File: src/rtl/dsp_op_sequencer_if.sv
// Command, response and DSP-side signal bundle for dsp_op_sequencer.
// The sequencer connects as slave; the command source / result sink / DSP side as master.
interface dsp_op_sequencer_if;
  logic        cmd_valid;
  logic        cmd_ready;
  logic [2:0]  cmd_op;
  logic [24:0] cmd_a;
  logic [17:0] cmd_b;
  logic        rsp_valid;
  logic        rsp_ready;
  logic [31:0] rsp_data;
  logic        rsp_err;
  logic [31:0] dsp_a;
  logic [31:0] dsp_b;
  logic [4:0]  dsp_inmode;
  logic [6:0]  dsp_opmode;
  logic [3:0]  dsp_alumode;
  logic [31:0] dsp_p;
  logic        busy;

  modport slave (
    input  cmd_valid, cmd_op, cmd_a, cmd_b, rsp_ready, dsp_p,
    output cmd_ready, rsp_valid, rsp_data, rsp_err,
           dsp_a, dsp_b, dsp_inmode, dsp_opmode, dsp_alumode, busy
  );

  modport master (
    output cmd_valid, cmd_op, cmd_a, cmd_b, rsp_ready, dsp_p,
    input  cmd_ready, rsp_valid, rsp_data, rsp_err,
           dsp_a, dsp_b, dsp_inmode, dsp_opmode, dsp_alumode, busy
  );
endinterface

File: src/rtl/dsp_op_sequencer.sv
// Command-driven front end for a fully registered DSP48E1 wrapper.
// Operands go out one cycle ahead of the control word so both meet at the
// multiplier output; results are captured after a fixed latency into a small
// FIFO, and commands are only accepted while a FIFO slot is guaranteed.
module dsp_op_sequencer #(
  parameter int FIFO_DEPTH = 4,
  parameter int PIPE_LAT   = 4
) (
  input logic               i_clk,
  input logic               i_rst_n,
  dsp_op_sequencer_if.slave io_seq
);
  localparam logic [0:0] ST_INIT   = 1'b0;
  localparam logic [0:0] ST_RUN    = 1'b1;
  localparam logic [6:0] OPM_MUL   = 7'h05;
  localparam logic [6:0] OPM_MAC_C = 7'h35;
  localparam logic [6:0] OPM_ACC   = 7'h25;
  localparam logic [6:0] OPM_CLR   = 7'h00;
  localparam logic [6:0] OPM_IDLE  = 7'h20;
  localparam logic [3:0] ALU_ADD   = 4'b0000;
  localparam logic [3:0] ALU_SUB   = 4'b0011;
  localparam int PTR_W = $clog2(FIFO_DEPTH);
  localparam int CNT_W = $clog2(FIFO_DEPTH + 1);
  localparam int IF_W  = $clog2(PIPE_LAT + 1);
  localparam int SUM_W = $clog2(FIFO_DEPTH + PIPE_LAT + 1);

  logic [0:0]          r_state;
  logic [31:0]         r_dsp_a;
  logic [31:0]         r_dsp_b;
  logic [6:0]          r_pre_opmode;
  logic [3:0]          r_pre_alumode;
  logic [6:0]          r_opmode;
  logic [3:0]          r_alumode;
  logic [PIPE_LAT-1:0] r_tag_valid;
  logic [PIPE_LAT-1:0] r_tag_err;
  logic [31:0]         r_fifo_data [FIFO_DEPTH];
  logic                r_fifo_err  [FIFO_DEPTH];
  logic [PTR_W-1:0]    r_wr_ptr;
  logic [PTR_W-1:0]    r_rd_ptr;
  logic [CNT_W-1:0]    r_count;

  logic [IF_W-1:0]     w_inflight;
  logic                w_cmd_ready;
  logic                w_accept;
  logic [6:0]          w_dec_opmode;
  logic [3:0]          w_dec_alumode;
  logic                w_dec_err;
  logic                w_push;
  logic                w_pop;
  logic                w_rsp_valid;

  // Count commands still travelling through the DSP pipeline.
  always_comb begin
    w_inflight = '0;
    for (int i = 0; i < PIPE_LAT; i++) begin
      w_inflight = w_inflight + IF_W'(r_tag_valid[i]);
    end
  end

  // Credit: every accepted command must find a free FIFO slot when it lands.
  assign w_cmd_ready = (r_state == ST_RUN) &&
                       ((SUM_W'(w_inflight) + SUM_W'(r_count)) < SUM_W'(FIFO_DEPTH));
  assign w_accept    = io_seq.cmd_valid & w_cmd_ready;

  // Translate the command opcode into DSP control; illegal ops just hold P.
  always_comb begin
    w_dec_opmode  = OPM_IDLE;
    w_dec_alumode = ALU_ADD;
    w_dec_err     = 1'b0;
    case (io_seq.cmd_op)
      3'd0: w_dec_opmode = OPM_MUL;
      3'd1: w_dec_opmode = OPM_MAC_C;
      3'd2: w_dec_opmode = OPM_ACC;
      3'd3: begin
        w_dec_opmode  = OPM_ACC;
        w_dec_alumode = ALU_SUB;
      end
      3'd4: w_dec_opmode = OPM_CLR;
      default: w_dec_err = 1'b1;
    endcase
  end

  // INIT lasts exactly one cycle after reset, then the sequencer runs.
  always_ff @(posedge i_clk or negedge i_rst_n) begin
    if (!i_rst_n) r_state <= ST_INIT;
    else          r_state <= ST_RUN;
  end

  // Operand stage and staged control word; INIT stages a clear, bubbles stage IDLE.
  always_ff @(posedge i_clk or negedge i_rst_n) begin
    if (!i_rst_n) begin
      r_dsp_a       <= '0;
      r_dsp_b       <= '0;
      r_pre_opmode  <= OPM_CLR;
      r_pre_alumode <= ALU_ADD;
    end else begin
      if (w_accept) begin
        r_dsp_a <= {{7{io_seq.cmd_a[24]}}, io_seq.cmd_a};
        r_dsp_b <= {{14{io_seq.cmd_b[17]}}, io_seq.cmd_b};
      end
      if (r_state == ST_INIT) begin
        r_pre_opmode  <= OPM_CLR;
        r_pre_alumode <= ALU_ADD;
      end else if (w_accept) begin
        r_pre_opmode  <= w_dec_opmode;
        r_pre_alumode <= w_dec_alumode;
      end else begin
        r_pre_opmode  <= OPM_IDLE;
        r_pre_alumode <= ALU_ADD;
      end
    end
  end

  // Control output one cycle behind the operands so it lines up with M.
  always_ff @(posedge i_clk or negedge i_rst_n) begin
    if (!i_rst_n) begin
      r_opmode  <= OPM_CLR;
      r_alumode <= ALU_ADD;
    end else begin
      r_opmode  <= r_pre_opmode;
      r_alumode <= r_pre_alumode;
    end
  end

  // Tag pipe marks which cycles carry a result and whether it is an error.
  always_ff @(posedge i_clk or negedge i_rst_n) begin
    if (!i_rst_n) begin
      r_tag_valid <= '0;
      r_tag_err   <= '0;
    end else begin
      r_tag_valid <= {r_tag_valid[PIPE_LAT-2:0], w_accept};
      r_tag_err   <= {r_tag_err[PIPE_LAT-2:0], w_accept & w_dec_err};
    end
  end

  assign w_push      = r_tag_valid[PIPE_LAT-1];
  assign w_rsp_valid = (r_count != '0);
  assign w_pop       = w_rsp_valid & io_seq.rsp_ready;

  // Result storage; error results are stored as zero.
  always_ff @(posedge i_clk) begin
    if (w_push) begin
      r_fifo_data[r_wr_ptr] <= r_tag_err[PIPE_LAT-1] ? 32'd0 : io_seq.dsp_p;
      r_fifo_err[r_wr_ptr]  <= r_tag_err[PIPE_LAT-1];
    end
  end

  // FIFO pointers and occupancy; simultaneous push and pop both take effect.
  always_ff @(posedge i_clk or negedge i_rst_n) begin
    if (!i_rst_n) begin
      r_wr_ptr <= '0;
      r_rd_ptr <= '0;
      r_count  <= '0;
    end else begin
      if (w_push) r_wr_ptr <= r_wr_ptr + PTR_W'(1);
      if (w_pop)  r_rd_ptr <= r_rd_ptr + PTR_W'(1);
      case ({w_push, w_pop})
        2'b10:   r_count <= r_count + CNT_W'(1);
        2'b01:   r_count <= r_count - CNT_W'(1);
        default: r_count <= r_count;
      endcase
    end
  end

  // The credit rule makes overflow impossible; flag it if that ever breaks.
  a_fifo_no_overflow: assert property (@(posedge i_clk) disable iff (!i_rst_n)
    !(w_push && !w_pop && (r_count == CNT_W'(FIFO_DEPTH))));

  assign io_seq.cmd_ready   = w_cmd_ready;
  assign io_seq.rsp_valid   = w_rsp_valid;
  assign io_seq.rsp_data    = w_rsp_valid ? r_fifo_data[r_rd_ptr] : 32'd0;
  assign io_seq.rsp_err     = w_rsp_valid & r_fifo_err[r_rd_ptr];
  assign io_seq.dsp_a       = r_dsp_a;
  assign io_seq.dsp_b       = r_dsp_b;
  assign io_seq.dsp_inmode  = 5'b00000;
  assign io_seq.dsp_opmode  = r_opmode;
  assign io_seq.dsp_alumode = r_alumode;
  assign io_seq.busy        = (r_state == ST_INIT) | (w_inflight != '0) | w_rsp_valid;
endmodule

File: src/flat_wrapper.sv
// flat-port wrapper written by rule: the top's interface ports become plain ports
module dsp_op_sequencer_flat 
#(
  parameter int FIFO_DEPTH = 4,
  parameter int PIPE_LAT   = 4
)
  (i_clk, i_rst_n, io_seq_cmd_valid, io_seq_cmd_op, io_seq_cmd_a, io_seq_cmd_b, io_seq_rsp_ready, io_seq_dsp_p, io_seq_cmd_ready, io_seq_rsp_valid, io_seq_rsp_data, io_seq_rsp_err, io_seq_dsp_a, io_seq_dsp_b, io_seq_dsp_inmode, io_seq_dsp_opmode, io_seq_dsp_alumode, io_seq_busy);
  dsp_op_sequencer_if io_seq_i ();
  input logic i_clk;
  input logic i_rst_n;
  input wire logic [$bits(io_seq_i.cmd_valid)-1:0] io_seq_cmd_valid;
  input wire logic [$bits(io_seq_i.cmd_op)-1:0] io_seq_cmd_op;
  input wire logic [$bits(io_seq_i.cmd_a)-1:0] io_seq_cmd_a;
  input wire logic [$bits(io_seq_i.cmd_b)-1:0] io_seq_cmd_b;
  input wire logic [$bits(io_seq_i.rsp_ready)-1:0] io_seq_rsp_ready;
  input wire logic [$bits(io_seq_i.dsp_p)-1:0] io_seq_dsp_p;
  output wire logic [$bits(io_seq_i.cmd_ready)-1:0] io_seq_cmd_ready;
  output wire logic [$bits(io_seq_i.rsp_valid)-1:0] io_seq_rsp_valid;
  output wire logic [$bits(io_seq_i.rsp_data)-1:0] io_seq_rsp_data;
  output wire logic [$bits(io_seq_i.rsp_err)-1:0] io_seq_rsp_err;
  output wire logic [$bits(io_seq_i.dsp_a)-1:0] io_seq_dsp_a;
  output wire logic [$bits(io_seq_i.dsp_b)-1:0] io_seq_dsp_b;
  output wire logic [$bits(io_seq_i.dsp_inmode)-1:0] io_seq_dsp_inmode;
  output wire logic [$bits(io_seq_i.dsp_opmode)-1:0] io_seq_dsp_opmode;
  output wire logic [$bits(io_seq_i.dsp_alumode)-1:0] io_seq_dsp_alumode;
  output wire logic [$bits(io_seq_i.busy)-1:0] io_seq_busy;
  assign io_seq_i.cmd_valid = io_seq_cmd_valid;
  assign io_seq_i.cmd_op = io_seq_cmd_op;
  assign io_seq_i.cmd_a = io_seq_cmd_a;
  assign io_seq_i.cmd_b = io_seq_cmd_b;
  assign io_seq_i.rsp_ready = io_seq_rsp_ready;
  assign io_seq_i.dsp_p = io_seq_dsp_p;
  assign io_seq_cmd_ready = io_seq_i.cmd_ready;
  assign io_seq_rsp_valid = io_seq_i.rsp_valid;
  assign io_seq_rsp_data = io_seq_i.rsp_data;
  assign io_seq_rsp_err = io_seq_i.rsp_err;
  assign io_seq_dsp_a = io_seq_i.dsp_a;
  assign io_seq_dsp_b = io_seq_i.dsp_b;
  assign io_seq_dsp_inmode = io_seq_i.dsp_inmode;
  assign io_seq_dsp_opmode = io_seq_i.dsp_opmode;
  assign io_seq_dsp_alumode = io_seq_i.dsp_alumode;
  assign io_seq_busy = io_seq_i.busy;
  dsp_op_sequencer #(.FIFO_DEPTH(FIFO_DEPTH), .PIPE_LAT(PIPE_LAT)) u_core (.i_clk(i_clk), .i_rst_n(i_rst_n), .io_seq(io_seq_i));
endmodule
File: config.mk
export PLATFORM = sky130hd
export DESIGN_NAME = dsp_op_sequencer_flat
export DESIGN_NICKNAME = d
export VERILOG_FILES = /design/src/rtl/dsp_op_sequencer_if.sv /design/src/rtl/dsp_op_sequencer.sv /design/src/flat_wrapper.sv
export SDC_FILE = /design/constraint.sdc
export NUM_CORES = 1
export LEC_CHECK = 0
export CORE_MARGIN = 8
export CORE_UTILIZATION = 40
export CTS_CLUSTER_DIAMETER = 100
export DETAILED_ROUTE_END_ITERATION = 12
export PLACE_DENSITY = 0.78
export SETUP_SLACK_MARGIN = 0.1
export SKIP_LAST_GASP = 1
export SLEW_MARGIN = 20
export SYNTH_ARGS = -nofsm -noshare
export SYNTH_HDL_FRONTEND = slang
export SYNTH_SLANG_ARGS = --single-unit
export TNS_END_PERCENT = 5
File: constraint.sdc
create_clock -name i_clk -period 4 [get_ports i_clk]
set_input_delay 0.8 -clock i_clk [delete_from_list [all_inputs] [get_ports i_clk]]
set_output_delay 0.8 -clock i_clk [all_outputs]
set_load 0.02 [all_outputs]
==> results.sh <==
export IMPL_cts_buffer_depth=2
export IMPL_drc_errors=0
export IMPL_design_core_area_sq_mm=0.0202
export IMPL_yosys_area_share_simple_pct=6.40
export IMPL_final_antenna_net_count=0
export IMPL_gp_congestion=0.677
export IMPL_cts_tree="done"
export IMPL_grt_start_max_net_pins=42
export IMPL_async_flop_share_pct=33.7
export IMPL_final_common_cell="clkdlybuf4s50_1"
export IMPL_powerDensity_mw_per_mm2=753
export IMPL_numPortBuffers=187
export IMPL_crit_path_end_kind="output pin"
export IMPL_hold_violations=0
export IMPL_firstDrtPassIters=4
export IMPL_most_common_layout_cells="185 x clkdlybuf4s50_1, 132 x edfxtp_1, 65 x dfrtp_1"
export IMPL_yosysUniqueCellTypes=30
export IMPL_slew_violations=0
export IMPL_start_util_pct=40.7
export IMPL_synth_top_area_share_pct=48.3
export IMPL_io_pins=198
export IMPL_vias_per_cell=4.75
export IMPL_cts_max_level=4
export IMPL_worstPathMaxFanout=2
export IMPL_r2r_slack_ns=0.77
export IMPL_die_height_um=159
export IMPL_crit_end="io_seq_busy"
export IMPL_max_freq_mhz=270
export IMPL_synthFlopType="edfxtp_1"
export IMPL_critPathLaunchType="register"
export IMPL_setup_tns_ns=0
export IMPL_grt_overflow=0
export IMPL_syn_avg_cell_area_sq_um=18.3
export IMPL_vias=4269
export IMPL_dieArea_sq_mm=0.0254
export IMPL_rsz0062_at_grt="false"
export IMPL_wl_per_cell_um=19.3
export IMPL_track_usage_pct=13.8
export IMPL_numCtsBuffers=17
export IMPL_synth_xor_area_share_pct=0.640
export IMPL_seq_area_frac_synth_pct=68.7
export IMPL_max_cap_viol_count=0
export IMPL_tightest_slew_ns=0.984
export IMPL_antenna_found_initial=0
export IMPL_power_leakage_nw=4.10
export IMPL_synth_edf_count=132
export IMPL_n_antenna_cell=0
export IMPL_wl_mm=17.3
export IMPL_cts_root_buf="clkbuf_16"
export IMPL_r2r_start="u_core.r_tag_valid[1]"
export IMPL_final_cells=899
export IMPL_clk_pin_slew_ns=0.08
export IMPL_placed_cells=867
export IMPL_hpwl_mm=11.6
export IMPL_muxShareOfSynthArea_pct=16.8
export IMPL_slew_headroom_pct=34.4
export IMPL_synth_compound_area_share_pct=0.549
export IMPL_grt_pass1_vias=4981
export IMPL_yosysTopAreaCell="edfxtp_1"
export IMPL_period_needed_ns=3.70
export IMPL_arrival_ns=2.90
export IMPL_timing_rr_end="u_core.io_seq.dsp_a[12]"
export IMPL_vdd_ir_drop_worst_mv=0.504
export IMPL_die_w_um=159
export IMPL_synth_fa_ha_area_share_pct=1.86
export IMPL_synth_area_sq_mm=0.00821
export IMPL_ys_ff_latch=199
export IMPL_layout_nets=709
export IMPL_critPathKind="reg2out"
export IMPL_r2r_cells=10
export IMPL_drtIter0Drc=158
export IMPL_synthCells=448
export IMPL_setup_viol=0
export IMPL_outcome="finished clean"
export IMPL_worst_clock_skew_ns=0.00843
export IMPL_synth_top_family_by_area="multiplexers"
export IMPL_clock_sinks=199
export IMPL_period_share_pct=92.5
export IMPL_drive_gt1_share_pct=19.6
export IMPL_insertion_delay_ns=0.42
export IMPL_worstHoldPathType="reg2reg"
export IMPL_area_growth_pct=31.1
export IMPL_synth_warnings=0
export IMPL_worstPathRequired_ns=3.20
export IMPL_row_count=52
export IMPL_fillerInstances=1641
export IMPL_synth_area_top_cells="edfxtp_1 48%, dfrtp_1 20%, mux4_2 9.1%"
export IMPL_grt_pass1_wl_mm=27.5
export IMPL_worstSetupStartpoint="u_core.r_tag_valid[1]"
-- worst max-delay path: stages, from the launching register on --
cell,delay [ns]
dfrtp_1,0.40
ha_1,0.29
inv_1,0.05
fa_1,0.35
inv_1,0.07
ha_1,0.23
or4_1,0.52
clkdlybuf4s50_1,0.58
-- layer usage --
metal | GRT usage (%) | vias up | wire [um]
met5 | 0 | - | 0
met4 | 3.34 | 0 | 123
met3 | 6.54 | 9 | 1550
met2 | 23.7 | 155 | 8830
met1 | 15.4 | 2176 | 6830
li1 | - | 1929 | -
-- area by class of cell --
class | count | area [sq um] | share of cell area [%]
clock inverter | 12 | 124 | 1.15
timing repair buffer | 192 | 1920 | 17.9
sequential | 199 | 5640 | 52.4
multi-input combinational | 194 | 2200 | 20.4
tap | 270 | 338 | 3.14
inverter | 12 | 45.0 | 0.419
clock buffer | 20 | 489 | 4.55
-- where the power goes --
group          leakage, nW  switching (mW)  internal [mW]  total [mW]
logic                 1.78            1.58           1.86        3.44
clock network        0.305           0.798          0.922        1.72
registers             2.01           0.331           2.60        2.93
-- through the flow --
step                      setup WS [ns]  utilization (%)  power, mW  cell area [sq um]  hold slack, ns
final                             0.301             53.4       8.10              10800           0.353
after global routing              0.184             53.4       8.49              10800           0.361
after CTS                         0.163             53.4       8.23              10800           0.356
after detailed placement          0.311             50.3       6.48              10200           0.339
after global placement            0.399             50.3       6.41              10200           0.333
after floorplan                    1.02                -       5.04               8240           0.331
-- logic make-up (layout without fill, tap and decap cells) --
logic type,Yosys count,count (layout)
flip-flops,199,199
adder cells (fa/ha/maj),11,11
other,2,11
multiplexers,77,77
AND/OR/NAND/NOR,84,84
XOR/XNOR,6,6
AO/OA/AOI/OAI,5,5
buffers and inverters,64,236
-- what timing repair did --
item	CTS	global route
hold buffers	0	0
setup buffers	0	0
endpoints found under the setup margin	1	1
resized for setup	2	2
-- Yosys cell counts, types with 2 or more instances --
cell type / n
nor2b_1: 32
buf_4: 36
nor2_1: 3
clkbuf_1: 10
o21ai_0: 3
nand3_1: 2
mux4_2: 33
xnor2_1: 2
dfrtp_1: 67
fa_1: 2
conb_1: 2
edfxtp_1: 132
xor2_1: 4
mux2_4: 37
and2_1: 38
nand2_1: 3
buf_2: 2
ha_1: 9
buf_6: 4
mux2_2: 6
inv_1: 12
-- flip-flops by register name (all words and copies together) (netlist names) --
register                   flops
u_core.io_seq.dsp_a           25
u_core.io_seq.dsp_alumode      1
u_core.io_seq.dsp_b           18
u_core.io_seq.dsp_opmode       3
u_core.r_count                 3
u_core.r_fifo_data           128
u_core.r_fifo_err              4
u_core.r_pre_alumode           1
u_core.r_pre_opmode            3
u_core.r_rd_ptr                2
u_core.r_state                 1
u_core.r_tag_err               4
u_core.r_tag_valid             4
u_core.r_wr_ptr                2
-- how the worst min path moves through the flow --
stage / from / to / cells after the start
3_3_place_gp: u_core.r_tag_err[2] / u_core.r_tag_err[3] / 0
2_1_floorplan: u_core.r_pre_alumode[0] / u_core.io_seq.dsp_alumode[0] / 0
6_report: u_core.r_tag_err[0] / u_core.r_tag_err[1] / 0
3_5_place_dp: u_core.r_tag_err[0] / u_core.r_tag_err[1] / 0
5_1_grt: u_core.r_tag_err[0] / u_core.r_tag_err[1] / 0
4_1_cts: u_core.r_tag_err[0] / u_core.r_tag_err[1] / 0
Note: power is estimated with default switching activity, not from simulation.
